[src/rtl/mem_pkg.sv]
// -----------------------------------------------------------------------------
// mem_pkg
// Shared types and helpers for the MIPS memory-access stage.
//   mem_state_e : access FSM states (IDLE, FILL, STORE, RESP)
//   line_t      : one cache line as seen on the array read port
//                 (valid, tag zero-extended to TAG_W_MAX, four data bytes,
//                 data[3] = bits 31:24 ... data[0] = bits 7:0)
//   WORD_BYTES  : bytes per word / per cache line
//   calc_wbe()  : memory byte enables for a store
// -----------------------------------------------------------------------------
package mem_pkg;

    localparam int WORD_BYTES = 4;

    // Widest possible tag (INDEX_BITS = 0); narrower tags are zero-extended.
    localparam int TAG_W_MAX = 30;

    typedef enum logic [1:0] {
        IDLE  = 2'd0,
        FILL  = 2'd1,
        STORE = 2'd2,
        RESP  = 2'd3
    } mem_state_e;

    typedef struct packed {
        logic                       valid;
        logic [TAG_W_MAX-1:0]       tag;
        logic [WORD_BYTES-1:0][7:0] data;
    } line_t;

    // Byte number 0 is the most significant lane (big-endian), so a byte
    // store enables lane 3 - byte_number.
    function automatic logic [WORD_BYTES-1:0] calc_wbe(input logic       is_word,
                                                       input logic [1:0] byte_number);
        logic [WORD_BYTES-1:0] wbe;
        if (is_word) begin
            wbe = 4'b1111;
        end else begin
            case (byte_number)
                2'd0:    wbe = 4'b1000;
                2'd1:    wbe = 4'b0100;
                2'd2:    wbe = 4'b0010;
                default: wbe = 4'b0001;
            endcase
        end
        return wbe;
    endfunction

endpackage

[src/rtl/mem_access_stage_dcache_array.sv]
// -----------------------------------------------------------------------------
// dcache_array
// Tag, valid and data storage of the direct-mapped data cache
// (2**INDEX_BITS one-word lines).
//   clk       in   clock
//   rst_b     in   synchronous active-low reset, clears every valid bit
//   rd_index  in   line to read (combinational read port)
//   rd_line   out  valid, tag and data of that line
//   wr_en     in   write strobe; marks the line valid and writes its tag
//   wr_index  in   line to write
//   wr_tag    in   tag to store
//   wr_be     in   byte enables, bit 3 = bits 31:24
//   wr_data   in   write data, [3] = bits 31:24
// Tags and data are not reset; the valid bits alone gate their use.
// -----------------------------------------------------------------------------
module dcache_array
    import mem_pkg::*;
#(
    parameter int INDEX_BITS = 4,
    parameter int TAG_W      = 30 - INDEX_BITS
) (
    input  logic                       clk,
    input  logic                       rst_b,
    input  logic [INDEX_BITS-1:0]      rd_index,
    output line_t                      rd_line,
    input  logic                       wr_en,
    input  logic [INDEX_BITS-1:0]      wr_index,
    input  logic [TAG_W-1:0]           wr_tag,
    input  logic [WORD_BYTES-1:0]      wr_be,
    input  logic [WORD_BYTES-1:0][7:0] wr_data
);

    localparam int DEPTH = 1 << INDEX_BITS;

    logic [DEPTH-1:0]           valid_q;
    logic [TAG_W-1:0]           tag_q  [DEPTH];
    logic [WORD_BYTES-1:0][7:0] data_q [DEPTH];

    always_ff @(posedge clk) begin
        if (!rst_b) begin
            valid_q <= '0;
        end else if (wr_en) begin
            valid_q[wr_index] <= 1'b1;
        end
    end

    always_ff @(posedge clk) begin
        if (wr_en) begin
            tag_q[wr_index] <= wr_tag;
            for (int b = 0; b < WORD_BYTES; b++) begin
                if (wr_be[b]) begin
                    data_q[wr_index][b] <= wr_data[b];
                end
            end
        end
    end

    always_comb begin
        rd_line       = '0;
        rd_line.valid = valid_q[rd_index];
        rd_line.tag   = TAG_W_MAX'(tag_q[rd_index]);
        rd_line.data  = data_q[rd_index];
    end

endmodule

[src/rtl/mem_access_stage.sv]
// -----------------------------------------------------------------------------
// mem_access_stage
// MEM stage of the MIPS core, between EX and WB. Loads and stores from EX go
// through a direct-mapped, write-through, no-write-allocate data cache backed
// by a request/ack memory port. The accessed word is handed to WB as four
// bytes plus the byte offset; WB does byte selection and sign extension.
//
// Build option: MEM_DCACHE_EN
//   defined   - cache array present; read hits complete with no stall.
//   undefined - no array; every load fills from memory and the returned word
//               is held in a register for the RESP cycle.
//
// Ports
//   clk             in   clock
//   rst_b           in   synchronous active-low reset
//   mem_read        in   load request
//   mem_write       in   store request (wins over mem_read)
//   is_word         in   1 = word access, 0 = byte access
//   addr            in   byte address
//   store_data      in   store data (byte stores use [7:0])
//   cache_data_out  out  accessed word, [3] = bits 31:24 ... [0] = bits 7:0
//   byte_number     out  addr[1:0], 0 selects [3]
//   stall           out  freezes PC and pipeline registers up to EX/MEM
//   mem_req         out  memory request
//   mem_we          out  memory write strobe
//   mem_addr        out  word-aligned memory address
//   mem_wdata       out  memory write data
//   mem_wbe         out  memory byte enables, bit 3 = bits 31:24
//   mem_rdata       in   memory read data
//   mem_ack         in   one-cycle completion pulse
// -----------------------------------------------------------------------------
module mem_access_stage
    import mem_pkg::*;
#(
    parameter int INDEX_BITS = 4
) (
    input  logic                       clk,
    input  logic                       rst_b,
    input  logic                       mem_read,
    input  logic                       mem_write,
    input  logic                       is_word,
    input  logic [31:0]                addr,
    input  logic [31:0]                store_data,
    output logic [WORD_BYTES-1:0][7:0] cache_data_out,
    output logic [1:0]                 byte_number,
    output logic                       stall,
    output logic                       mem_req,
    output logic                       mem_we,
    output logic [31:0]                mem_addr,
    output logic [31:0]                mem_wdata,
    output logic [WORD_BYTES-1:0]      mem_wbe,
    input  logic [31:0]                mem_rdata,
    input  logic                       mem_ack
);

    localparam int TAG_W = 30 - INDEX_BITS;

    mem_state_e                 state_q;
    mem_state_e                 state_d;
    logic [TAG_W-1:0]           addr_tag;
    logic [INDEX_BITS-1:0]      addr_index;
    logic [WORD_BYTES-1:0]      store_wbe;
    logic [WORD_BYTES-1:0][7:0] store_lanes;
    logic                       read_hit;
    logic [WORD_BYTES-1:0][7:0] line_word;

    assign addr_tag    = addr[31:INDEX_BITS+2];
    assign addr_index  = addr[INDEX_BITS+1:2];
    assign byte_number = addr[1:0];
    assign store_wbe   = calc_wbe(is_word, addr[1:0]);
    // A byte store drives its byte on every lane; mem_wbe picks the lane.
    assign store_lanes = is_word ? store_data : {WORD_BYTES{store_data[7:0]}};

`ifdef MEM_DCACHE_EN
    line_t                      rd_line;
    logic                       arr_wr_en;
    logic [WORD_BYTES-1:0]      arr_wr_be;
    logic [WORD_BYTES-1:0][7:0] arr_wr_data;

    assign read_hit = rd_line.valid && (rd_line.tag == TAG_W_MAX'(addr_tag));

    // Fills install the whole line; store acks merge only into a line that
    // already holds this address (no write-allocate).
    assign arr_wr_en   = rst_b && mem_ack &&
                         ((state_q == FILL) || ((state_q == STORE) && read_hit));
    assign arr_wr_be   = (state_q == FILL) ? {WORD_BYTES{1'b1}} : store_wbe;
    assign arr_wr_data = (state_q == FILL) ? mem_rdata : store_lanes;

    dcache_array #(
        .INDEX_BITS (INDEX_BITS),
        .TAG_W      (TAG_W)
    ) u_dcache_array (
        .clk      (clk),
        .rst_b    (rst_b),
        .rd_index (addr_index),
        .rd_line  (rd_line),
        .wr_en    (arr_wr_en),
        .wr_index (addr_index),
        .wr_tag   (addr_tag),
        .wr_be    (arr_wr_be),
        .wr_data  (arr_wr_data)
    );

    // Inputs are held during the stall, so in RESP the read port still points
    // at the line that was just installed or merged.
    assign line_word = rd_line.data;
`else
    logic [WORD_BYTES-1:0][7:0] fill_word_q;

    always_ff @(posedge clk) begin
        if ((state_q == FILL) && mem_ack) begin
            fill_word_q <= mem_rdata;
        end
    end

    assign read_hit  = 1'b0;
    assign line_word = fill_word_q;
`endif

    always_ff @(posedge clk) begin
        if (!rst_b) begin
            state_q <= IDLE;
        end else begin
            state_q <= state_d;
        end
    end

    always_comb begin
        state_d        = state_q;
        stall          = 1'b0;
        mem_req        = 1'b0;
        mem_we         = 1'b0;
        mem_addr       = '0;
        mem_wdata      = '0;
        mem_wbe        = '0;
        cache_data_out = '0;

        case (state_q)
            IDLE: begin
                if (mem_write) begin
                    stall   = 1'b1;
                    state_d = STORE;
                end else if (mem_read) begin
                    if (read_hit) begin
                        cache_data_out = line_word;
                    end else begin
                        stall   = 1'b1;
                        state_d = FILL;
                    end
                end
            end
            FILL: begin
                stall    = 1'b1;
                mem_req  = 1'b1;
                mem_addr = {addr_tag, addr_index, 2'b00};
                if (mem_ack) begin
                    state_d = RESP;
                end
            end
            STORE: begin
                stall     = 1'b1;
                mem_req   = 1'b1;
                mem_we    = 1'b1;
                mem_addr  = {addr_tag, addr_index, 2'b00};
                mem_wdata = store_lanes;
                mem_wbe   = store_wbe;
                if (mem_ack) begin
                    state_d = RESP;
                end
            end
            RESP: begin
                cache_data_out = line_word;
                state_d        = IDLE;
            end
            default: begin
                state_d = IDLE;
            end
        endcase

        // Outputs are held quiet for as long as reset is asserted, even if the
        // state register has not yet been returned to IDLE.
        if (!rst_b) begin
            stall          = 1'b0;
            mem_req        = 1'b0;
            mem_we         = 1'b0;
            mem_addr       = '0;
            mem_wdata      = '0;
            mem_wbe        = '0;
            cache_data_out = '0;
        end
    end

endmodule

[config.mk]
export PLATFORM = sky130hd
export DESIGN_NAME = mem_access_stage
export DESIGN_NICKNAME = d
export VERILOG_FILES = /design/src/rtl/mem_pkg.sv /design/src/rtl/mem_access_stage_dcache_array.sv /design/src/rtl/mem_access_stage.sv
export SDC_FILE = /design/constraint.sdc
export NUM_CORES = 1
export LEC_CHECK = 0
export BUFFER_PORTS_ARGS = -buffer_cell sky130_fd_sc_hd__buf_4
export CAP_MARGIN = 20
export CELL_PAD_IN_SITES_DETAIL_PLACEMENT = 0
export CELL_PAD_IN_SITES_GLOBAL_PLACEMENT = 1
export CORE_AREA = 2 2 89 108
export DETAILED_ROUTE_END_ITERATION = 6
export DIE_AREA = 0 0 91 110
export MAX_ROUTING_LAYER = met4
export PLACE_DENSITY = 0.9
export SLEW_MARGIN = 40
export SYNTH_ARGS = -nofsm -noshare
export SYNTH_HDL_FRONTEND = slang
export SYNTH_SLANG_ARGS = --single-unit
[constraint.sdc]
create_clock -name clk -period 2.26 [get_ports clk]
set_clock_uncertainty 0.1 [all_clocks]
set_input_delay 0.113 -clock clk [delete_from_list [all_inputs] [get_ports clk]]
set_output_delay 0.113 -clock clk [all_outputs]
set_load 0.02 [all_outputs]
# == Yosys cells after proc, flatten, opt, wreduce, memory -nomap -nowiden ==
# Index checks and enable logic that the tools add are counted.
# totals
reg_bits,34
output_inout_bits,105
in_bits,102
word_cells,40
# op_classes
n_eq_ne,7
n_reduce_logical,5
n_mux,23
# ops
cell,n
$mux 32,7
$mux 4,3
$pmux 4 s3,1
$mux 1,7
$eq 2x2->1 const B,3
$mux 2,3
$pmux 2 s3,1
$eq 2x1->1 const B,2
$logic_not 2->1,2
$ne 3x3->1 const B,1
$ne 2x1->1 const B,1
$pmux 1 s2,1
$reduce_and 2->1,1
$reduce_or 2->1,1
$logic_and 1x1->1,1

# == Longest topological paths before layout ==
# Gate-level depths: netlist of run 1.
# depth
word_depth,5
mapped_depth,5

# == Worst setup path after synthesis of run 1 ==
# OpenSTA, ideal clock, no wires.
# synth_timing
kind,register to register
start,register state_q[1]
end,register fill_word_q[0] (netlist bit) (enable)
required_ns,1.768
n_path_buf,0
stages_incl_launch_ff,4
arrival_ns,1.362
setup_slack_ns,0.406
cell_sequence,dfxtp_1 -> inv_1 -> ha_1 -> and2_1
# synth_between
elab_chain_cells,2
# synth_lines
element,line_no,source
"start, declared",mem_access_stage.sv:58,mem_state_e state_q;
"start signal, assigned",mem_access_stage.sv:124,state_q <= state_d;
$eq 2x1->1,mem_access_stage.sv:111,if ((state_q == FILL) && mem_ack) begin
$logic_and 1x1->1,mem_access_stage.sv:111,
"end signal, assigned",mem_access_stage.sv:112,fill_word_q <= mem_rdata;
"end, declared",mem_access_stage.sv:108,logic [WORD_BYTES-1:0][7:0] fill_word_q;
# Every way passes these cells.
# A chain may end at the register's enable or synchronous reset.

# == Worst setup path after layout of run 1 ==
# layout_timing
start,register state_q[0]
end,output mem_addr[24]
# layout_between
elab_chain_cells,4
# layout_lines
element,line_no,source
$eq 2x1->1 or $eq 2x2->1 (tied branches),mem_access_stage.sv:138,case (state_q)
$reduce_or 2->1 (no source line) (*),--,
$mux 32 (*),mem_access_stage.sv:138,
$mux 32 (*),mem_access_stage.sv:182,if (!rst_b) begin
"end, declared",mem_access_stage.sv:49,"output logic [31:0] mem_addr,"
# Every way passes the cells marked *; elsewhere a longest branch is shown, timed or not.

==> metrics.csv, run 1 <==
metric,value,unit
status,completed,
Synth top area share,0.455,
DRT iter0 DRCs,61,
largest net degree at the start of global routing,51,
RSZ-0062 raised after global routing,false,
Reg-to-Reg Start,state_q[0],
setup violators final,0,
peak supply drop,431,uV
Leak,2.20,nW
CTS tree,built,
top-level I/O count,207,
final worst path period share,0.916,
Slowest cell on crit path,ha_2,
synth top area cells,"edfxtp_1, and3_1, a21oi_1, nand2_1, ha_1",
Tmin final,2.07,ns
clk_lat worst skew,0.27,ns
Final Power,2.79,mW
"Seq/Total Area, Yosys",0.474,
DRT Wirelength,7650,um
post-layout util,0.457,
Pwr Density,682,nW/um^2
Inserted Clock Buffers,5,
Main synth FF type,edfxtp_1,
Initial Util,0.236,
# rows,38,
Final WS setup,0.190,ns
top-count cell post-synth,and3_1,
routability cong.,0.743,
core area,8940,um^2
Hold Path Stages,4,
Max stage delay on crit path,0.50,ns
Register Area,1000,um^2
vias in the first global route,2295,
area of the multi-input gates,942,um^2
drt pass-1 iters,4,
CTS HTree Levels,2,
initial antenna violation count,0,
Crit Path Category,reg2out,
Total GRT Usage,0.138,
final hold violations,0,
Root Buffer,clkbuf_8,
antenna diode count,0,
die height,110,um
Peak Freq,483,MHz
Worst Hold Class,in2reg,
crit-path max FO,20,
mean post-synth cell area,9.51,um^2
maxcap violations,0,
R2R Setup Slk,0.49,ns
start point of the critical path,state_q[0],
"critical path, cell by cell",inv_1 -> ha_2 -> buf_4 -> and3_1 -> buf_4,
Post-Synthesis Cells,222,
layout cells sized above 1,0.492,
WL/cell,13.5,um
Vias/cell,4.38,
library cells used by synthesis,22,
"EDFF count, synth",32,
asr flop ratio synth,0,
die area,10000,um^2
# DRC,0,
"Reg clk slew, reported paths",0.06,ns
DP HPWL,5670,um
DP Worst Slack,0.384,ns
via count,2484,
CP Launch Type,register,
Hold EP,state_q[0],
data arrival time of the worst path,1.86,ns
Final #Nets,556,
FILL cells,855,
"most used cell, CP",buf_4,
layout overhead on the synthesized area,93.4,%
Worst setup EP type,primary output,
setup TNS,0,ns
R2R depth,5,
"area leader, netlist",edfxtp_1,
DRT antenna net count,0,
placed instance area,3680,um^2
list of most frequent post-synthesis cells,"and3_1, edfxtp_1, a21oi_1, nand2_1, buf_4",
CTS Sinks,34,
Post-Syn Area,2110,um^2
YS warnings,0,
"Req. time, crit path",2.05,ns
die width,91,um
count of pins over their slew limit,0,
Hold Crit Start,mem_write,
first-pass GRT wire length,11000,um
Finished Cell Area,4090,um^2
deepest clock path buffer count,2,
total gr overflow,0,
number of synthesized register bits,34,
Port Buffers,204,
Reg-to-Reg End,state_q[1],
## cells by family (layout without fill, tap and decap cells)
| kind of cell | count (synthesis) | in the layout | synth area share |
|---|---|---|---|
| AO/OA/AOI/OAI | 36 | 36 | 0.0936 |
| other | 1 | 2 | 0.00178 |
| AND/OR/NAND/NOR | 114 | 114 | 0.306 |
| buffers and inverters | 30 | 254 | 0.0829 |
| flip-flops | 34 | 34 | 0.474 |
| adder cells (fa/ha/maj) | 7 | 7 | 0.0415 |
## flip-flops by register name, indices dropped and copies added (netlist names)
| name | flops |
|---|---|
| fill_word_q | 32 |
| state_q | 2 |
## cell type report
class | instances | share of cell area
multi-input combinational | 159 | 0.231
timing repair buffer | 241 | 0.462
tap | 120 | 0.0368
inverter | 6 | 0.00551
sequential | 34 | 0.245
clock inverter | 1 | 0.00184
clock buffer | 6 | 0.0178
## critical path, delay by kind of cell (launching register included)
kind	cells	cell delay [ns]
fa+ha+maj	1	0.50
simple gates	1	0.18
flops	1	0.41
buf+inv	3	0.49
## power by group
part,internal [mW],switching (mW)
Clock,0.211,0.202
Combinational,0.684,0.868
Sequential,0.791,0.0330
## per-stage QoR
step	hold WS, ns	std cells
CTS	0.0939	567
global route	0.122	567
global placement	0.192	528
detailed placement	0.192	528
finish	0.107	567
floorplan	0.112	223
## metal layers
layer  track usage  wire length [um]  vias to the layer above
met4        0.0325                86                        0
met5             -                 0                        -
met3        0.0360               638                        8
met1         0.149              2880                     1122
li1              -                 -                     1231
met2         0.254              4040                      123
## worst max-delay path by stage
| stage | to | slack [ns] | cells past startpoint |
|---|---|---|---|
| floorplan | fill_word_q[0] | 0.41 | 3 |
| global placement | mem_addr[12] | 0.49 | 5 |
| detailed placement | mem_addr[13] | 0.38 | 5 |
| CTS | mem_addr[13] | 0.07 | 5 |
| global route | mem_addr[24] | 0.05 | 5 |
| finish | mem_addr[24] | 0.19 | 5 |
## cells in the final DEF (no fill, tap or decap)
cell	Yosys	routed
o211ai_1	2	2
o311a_1	1	1
conb_1	1	2
and3_1	70	70
nand2_2	1	1
nand2b_1	9	9
nand2_1	26	26
buf_4	10	209
nor2b_2	1	1
edfxtp_1	32	32
ha_1	7	6
nor2_1	4	4
and2_1	2	2
ha_2	0	1
clkbuf_8	0	5
clkinvlp_4	0	1
inv_1	6	6
o31ai_2	1	1
nor3b_2	1	1
dfxtp_1	2	2
o21ai_0	3	3
dlygate4sd3_1	0	32
a21oi_1	29	29
clkbuf_1	9	1
## what timing repair did
item | 4_1_cts | 5_1_grt
hold buffers | 32 | 0
setup endpoints to repair | 0 | 15
gates resized for setup | 0 | 1
setup buffers | 0 | 0
hold endpoints to repair | 32 | 0
Power figures use the tool's default switching activity.
==> inputs of run 2 (changes only) <==
--- a/config.mk
+++ b/config.mk
@@ -7,11 +7,11 @@
 export LEC_CHECK = 0
 export BUFFER_PORTS_ARGS = -buffer_cell sky130_fd_sc_hd__buf_4
 export CAP_MARGIN = 20
-export CELL_PAD_IN_SITES_DETAIL_PLACEMENT = 0
+export CELL_PAD_IN_SITES_DETAIL_PLACEMENT = 1
 export CELL_PAD_IN_SITES_GLOBAL_PLACEMENT = 1
-export CORE_AREA = 2 2 89 108
+export CORE_AREA = 2 2 80 120
 export DETAILED_ROUTE_END_ITERATION = 6
-export DIE_AREA = 0 0 91 110
+export DIE_AREA = 0 0 82 122
 export MAX_ROUTING_LAYER = met4
 export PLACE_DENSITY = 0.9
 export SLEW_MARGIN = 40
==> metrics.csv, run 2 (same netlist as run 1, synthesis figures left out) <==
metric,value,unit
crit-path max FO,21,
die height,122,um
Peak Freq,464,MHz
final hold violations,0,
Worst setup EP type,primary output,
R2R Setup Slk,0.46,ns
Register Area,1000,um^2
vias in the first global route,2860,
core area,9040,um^2
Post CTS Setup Buffer Count,0,
Reg-to-Reg Start,state_q[0],
Largest Register,fill_word_q,
drt pass-1 iters,4,
Tmin final,2.16,ns
layout cells sized above 1,0.492,
peak supply drop,830,uV
Worst Hold Class,in2reg,
FILL cells,1035,
"Req. time, crit path",2.05,ns
Port Buffers,204,
top-level I/O count,207,
Crit Path Category,reg2out,
WL/cell,18.4,um
Initial Util,0.234,
total gr overflow,0,
largest net degree at the start of global routing,44,
layout overhead on the synthesized area,97.7,%
# DRC,0,
data arrival time of the worst path,1.94,ns
Vias/cell,4.65,
Total GRT Usage,0.197,
setup violators final,0,
"Reg clk slew, reported paths",0.06,ns
R2R depth,5,
Reg-to-Reg End,state_q[1],
Leak,2.25,nW
first-pass GRT wire length,14200,um
setup TNS,0,ns
die area,10000,um^2
CTS tree,built,
Final #Nets,555,
routability cong.,0.728,
Largest register FFs,32,
Root Buffer,clkbuf_16,
CTS Sinks,34,
# rows,43,
DRT Wirelength,10300,um
RSZ-0062 raised after global routing,false,
count of pins over their slew limit,0,
"most common cell after layout, fill and taps aside",buf_4,
Top Registers,"fill_word_q (32), state_q (2)",
Hold EP,state_q[0],
final worst path period share,0.954,
DRT iter0 DRCs,58,
deepest clock path buffer count,2,
Finished Cell Area,4180,um^2
status,completed,
CP Launch Type,register,
placed instance area,3660,um^2
DP HPWL,6870,um
maxcap violations,0,
Pwr Density,798,nW/um^2
antenna diode count,0,
Hold Crit Start,mem_write,
Hold Path Stages,4,
area of the multi-input gates,942,um^2
initial antenna violation count,0,
die width,82,um
via count,2597,
Inserted Clock Buffers,5,
DRT antenna net count,0,
clk_lat worst skew,0.28,ns
most frequent cells in the layout,"buf_4, and3_1, edfxtp_1, dlygate4sd3_1, a21oi_1",
CTS HTree Levels,2,
==> run 2: changes by cell type in the layout (fill, tap and decap cells not counted), sizes merged <==
cell and change:
buf -1, clkbuf -1, clkinv +1, clkinvlp -1
bufinv +2
==> run 2: worst max path at each step <==
| stage | start | end | slack (ns) | cells after the start |
|---|---|---|---|---|
| finish | state_q[0] | mem_addr[12] | 0.10 | 5 |
| global route | state_q[0] | mem_addr[12] | 0.006 | 5 |
| CTS | state_q[1] | mem_addr[12] | 0.08 | 5 |
| detailed placement | state_q[0] | mem_addr[12] | 0.23 | 5 |
| global placement | state_q[0] | mem_addr[7] | 0.37 | 5 |
| floorplan | state_q[1] | fill_word_q[0] | 0.41 | 3 |
==> run 2: worst max-delay path, stage by stage (launching register included) <==
cell and delay [ns]:
dfxtp_1 0.41, inv_1 0.12, ha_2 0.53, buf_4 0.26, and3_1 0.19, buf_4 0.14
==> run 2: routing by layer <==
metal	part of all wire	wire, um	up-vias	global-route usage
li1	-	-	1225	-
met1	0.31	3160	1219	0.163
met2	0.59	6090	137	0.406
met3	0.082	839	16	0.0430
met4	0.019	193	0	0.0635
met5	0	0	-	-
==> run 2: power by group <==
part	internal [mW]	switching [mW]	total (mW)
clock network	0.628	0.263	0.891
registers	0.792	0.0379	0.830
logic	0.676	0.936	1.61
total	2.10	1.24	3.33
==> run 2: repair_timing <==
| action | in CTS | in global routing |
|---|---|---|
| setup endpoints to repair | 21 | 0 |
| hold buffers | 32 | 0 |
| hold endpoints to repair | 32 | 0 |
| resized for setup | 1 | 0 |
==> run 2: cell type report <==
class / instances / share of cell area
repair buffers: 240 / 0.451
flip-flops and latches: 34 / 0.240
multi-input cells: 159 / 0.226
well taps: 112 / 0.0336
clock buffers: 5 / 0.0300
clock inverters: 3 / 0.0153
inverters: 6 / 0.00539
==> run 2: metrics by stage <==
step	instances	power, mW	util	hold slack (ns)	worst slack [ns]
floorplan	223	1.68	-	0.112	0.406
global placement	519	2.33	0.405	0.191	0.369
detailed placement	519	2.39	0.405	0.193	0.228
CTS	559	3.33	0.462	0.115	0.0816
global route	559	3.49	0.462	0.144	0.00645
finish	559	3.33	0.462	0.117	0.104
==> inputs of run 3 (changes only) <==
--- a/config.mk
+++ b/config.mk
@@ -13,7 +13,7 @@
 export DETAILED_ROUTE_END_ITERATION = 6
 export DIE_AREA = 0 0 82 122
 export MAX_ROUTING_LAYER = met4
-export PLACE_DENSITY = 0.9
+export PLACE_DENSITY = 0.89
 export SLEW_MARGIN = 40
 export SYNTH_ARGS = -nofsm -noshare
 export SYNTH_HDL_FRONTEND = slang
==> metrics.csv, run 3 (same netlist as run 1, synthesis figures left out) <==
metric,value,unit
deepest clock path buffer count,2,
# rows,43,
most frequent cells in the layout,"buf_4, and3_1, edfxtp_1, dlygate4sd3_1, a21oi_1",
Root Buffer,clkbuf_16,
Pwr Density,744,nW/um^2
Initial Util,0.234,
status,completed,
"Reg clk slew, reported paths",0.05,ns
Largest Register,fill_word_q,
Slowest cell on crit path,ha_2,
"most used cell, CP",buf_4,
final hold violations,0,
count of pins over their slew limit,0,
peak supply drop,406,uV
post-layout util,0.457,
Finished Cell Area,4130,um^2
Reg-to-Reg Start,state_q[1],
Crit Path Category,reg2out,
DRT Wirelength,9690,um
via count,2566,
final worst path period share,0.941,
die width,82,um
die area,10000,um^2
total gr overflow,0,
CP Buf/Inv Count,3,
"most common cell after layout, fill and taps aside",buf_4,
start point of the critical path,state_q[1],
die height,122,um
DP HPWL,6650,um
DRT antenna net count,0,
maxcap violations,0,
setup violators final,0,
CTS tree,built,
FILL cells,1040,
Port Buffers,204,
WL/cell,17.3,um
data arrival time of the worst path,1.91,ns
Largest register FFs,32,
# DRC,0,
Peak Freq,470,MHz
largest net degree at the start of global routing,48,
WP depth,5,
RSZ-0062 raised after global routing,true,
"Req. time, crit path",2.05,ns
CP Launch Type,register,
first-pass GRT wire length,13700,um
Worst Setup EP,mem_addr[16],
DRT iter0 DRCs,64,
"critical path, cell by cell",inv_1 -> ha_2 -> buf_4 -> and3_1 -> buf_4,
Top Registers,"fill_word_q (32), state_q (2)",
Worst setup EP type,primary output,
Tmin final,2.13,ns
layout overhead on the synthesized area,95.6,%
top-level I/O count,207,
Final #Nets,555,
Max stage delay on crit path,0.52,ns
clk_lat worst skew,0.27,ns
placed instance area,3660,um^2
R2R Setup Slk,0.49,ns
R2R depth,5,
core area,9040,um^2
vias in the first global route,2658,
drt pass-1 iters,6,
Reg-to-Reg End,state_q[1],
Worst Hold Class,in2reg,
CTS HTree Levels,2,
Final Power,3.07,mW
CTS Sinks,34,
Post CTS Setup Buffer Count,0,
Vias/cell,4.58,
critical path's top delay family,buffers and inverters,
initial antenna violation count,1,
crit-path max FO,21,
Total GRT Usage,0.187,
Inserted Clock Buffers,5,
layout cells sized above 1,0.492,
routability cong.,0.750,
Leak,2.23,nW
[run 3: cell count changes in the layout (fill, tap and decap cells not counted), sizes merged]
| cell | before | now |
|---|---|---|
| clkinvlp | 0 | 1 |
| bufinv | 2 | 0 |
| diode | 0 | 1 |
| clkinv | 1 | 2 |
[run 3: stage by stage]
stage | cells | TNS [ns] | hold WS [ns] | setup slack [ns]
after floorplan | 223 | 0 | 0.112 | 0.406
after global placement | 519 | 0 | 0.192 | 0.395
after detailed placement | 519 | 0 | 0.192 | 0.277
after CTS | 559 | 0 | 0.0882 | 0.00638
after global routing | 560 | -0.0427 | 0.105 | -0.0234
final | 560 | 0 | 0.0913 | 0.134
[run 3: worst min-delay path by stage]
stage,start,to,depth (start not counted)
6_report,mem_write,state_q[0],4
5_1_grt,mem_ack,state_q[0],3
4_1_cts,mem_write,state_q[0],4
3_5_place_dp,mem_rdata[14],fill_word_q[14],1
3_3_place_gp,mem_rdata[14],fill_word_q[14],1
2_1_floorplan,mem_rdata[0],fill_word_q[0],0
[run 3: layer usage]
layer	wire length (um)	track usage	vias to the layer above	share of wire
met2	5390	0.359	133	0.56
li1	-	-	1227	-
met4	170	0.0542	0	0.018
met1	3310	0.178	1196	0.34
met5	0	-	-	0
met3	817	0.0437	10	0.084
[run 3: repair_timing]
| action | CTS | global route |
|---|---|---|
| gates resized for setup | 0 | 1 |
| setup endpoints to repair | 0 | 21 |
| hold buffers | 32 | 0 |
| hold endpoints to repair | 32 | 0 |
[run 3: layout make-up]
type	count	area (um^2)	area share
antenna	1	2.50	0.000606
clock buffer	5	125	0.0303
clock inverter	3	16.3	0.00394
inverter	6	22.5	0.00545
multi-input combinational	159	942	0.228
sequential	34	1000	0.242
tap	112	140	0.0339
timing repair buffer	240	1880	0.455
[run 3: power breakdown]
| part | internal (mW) | switching [mW] | total (mW) |
|---|---|---|---|
| sequential | 0.792 | 0.0344 | 0.826 |
| clock | 0.402 | 0.254 | 0.656 |
| combinational | 0.677 | 0.916 | 1.59 |
| total | 1.87 | 1.20 | 3.07 |
[run 3: worst register-to-register path, stage by stage, from the launching register on]
cell	delay [ns]
dfxtp_1	0.40
inv_1	0.12
ha_2	0.53
nor2b_2	0.28
o21ai_0	0.10
o311a_1	0.13
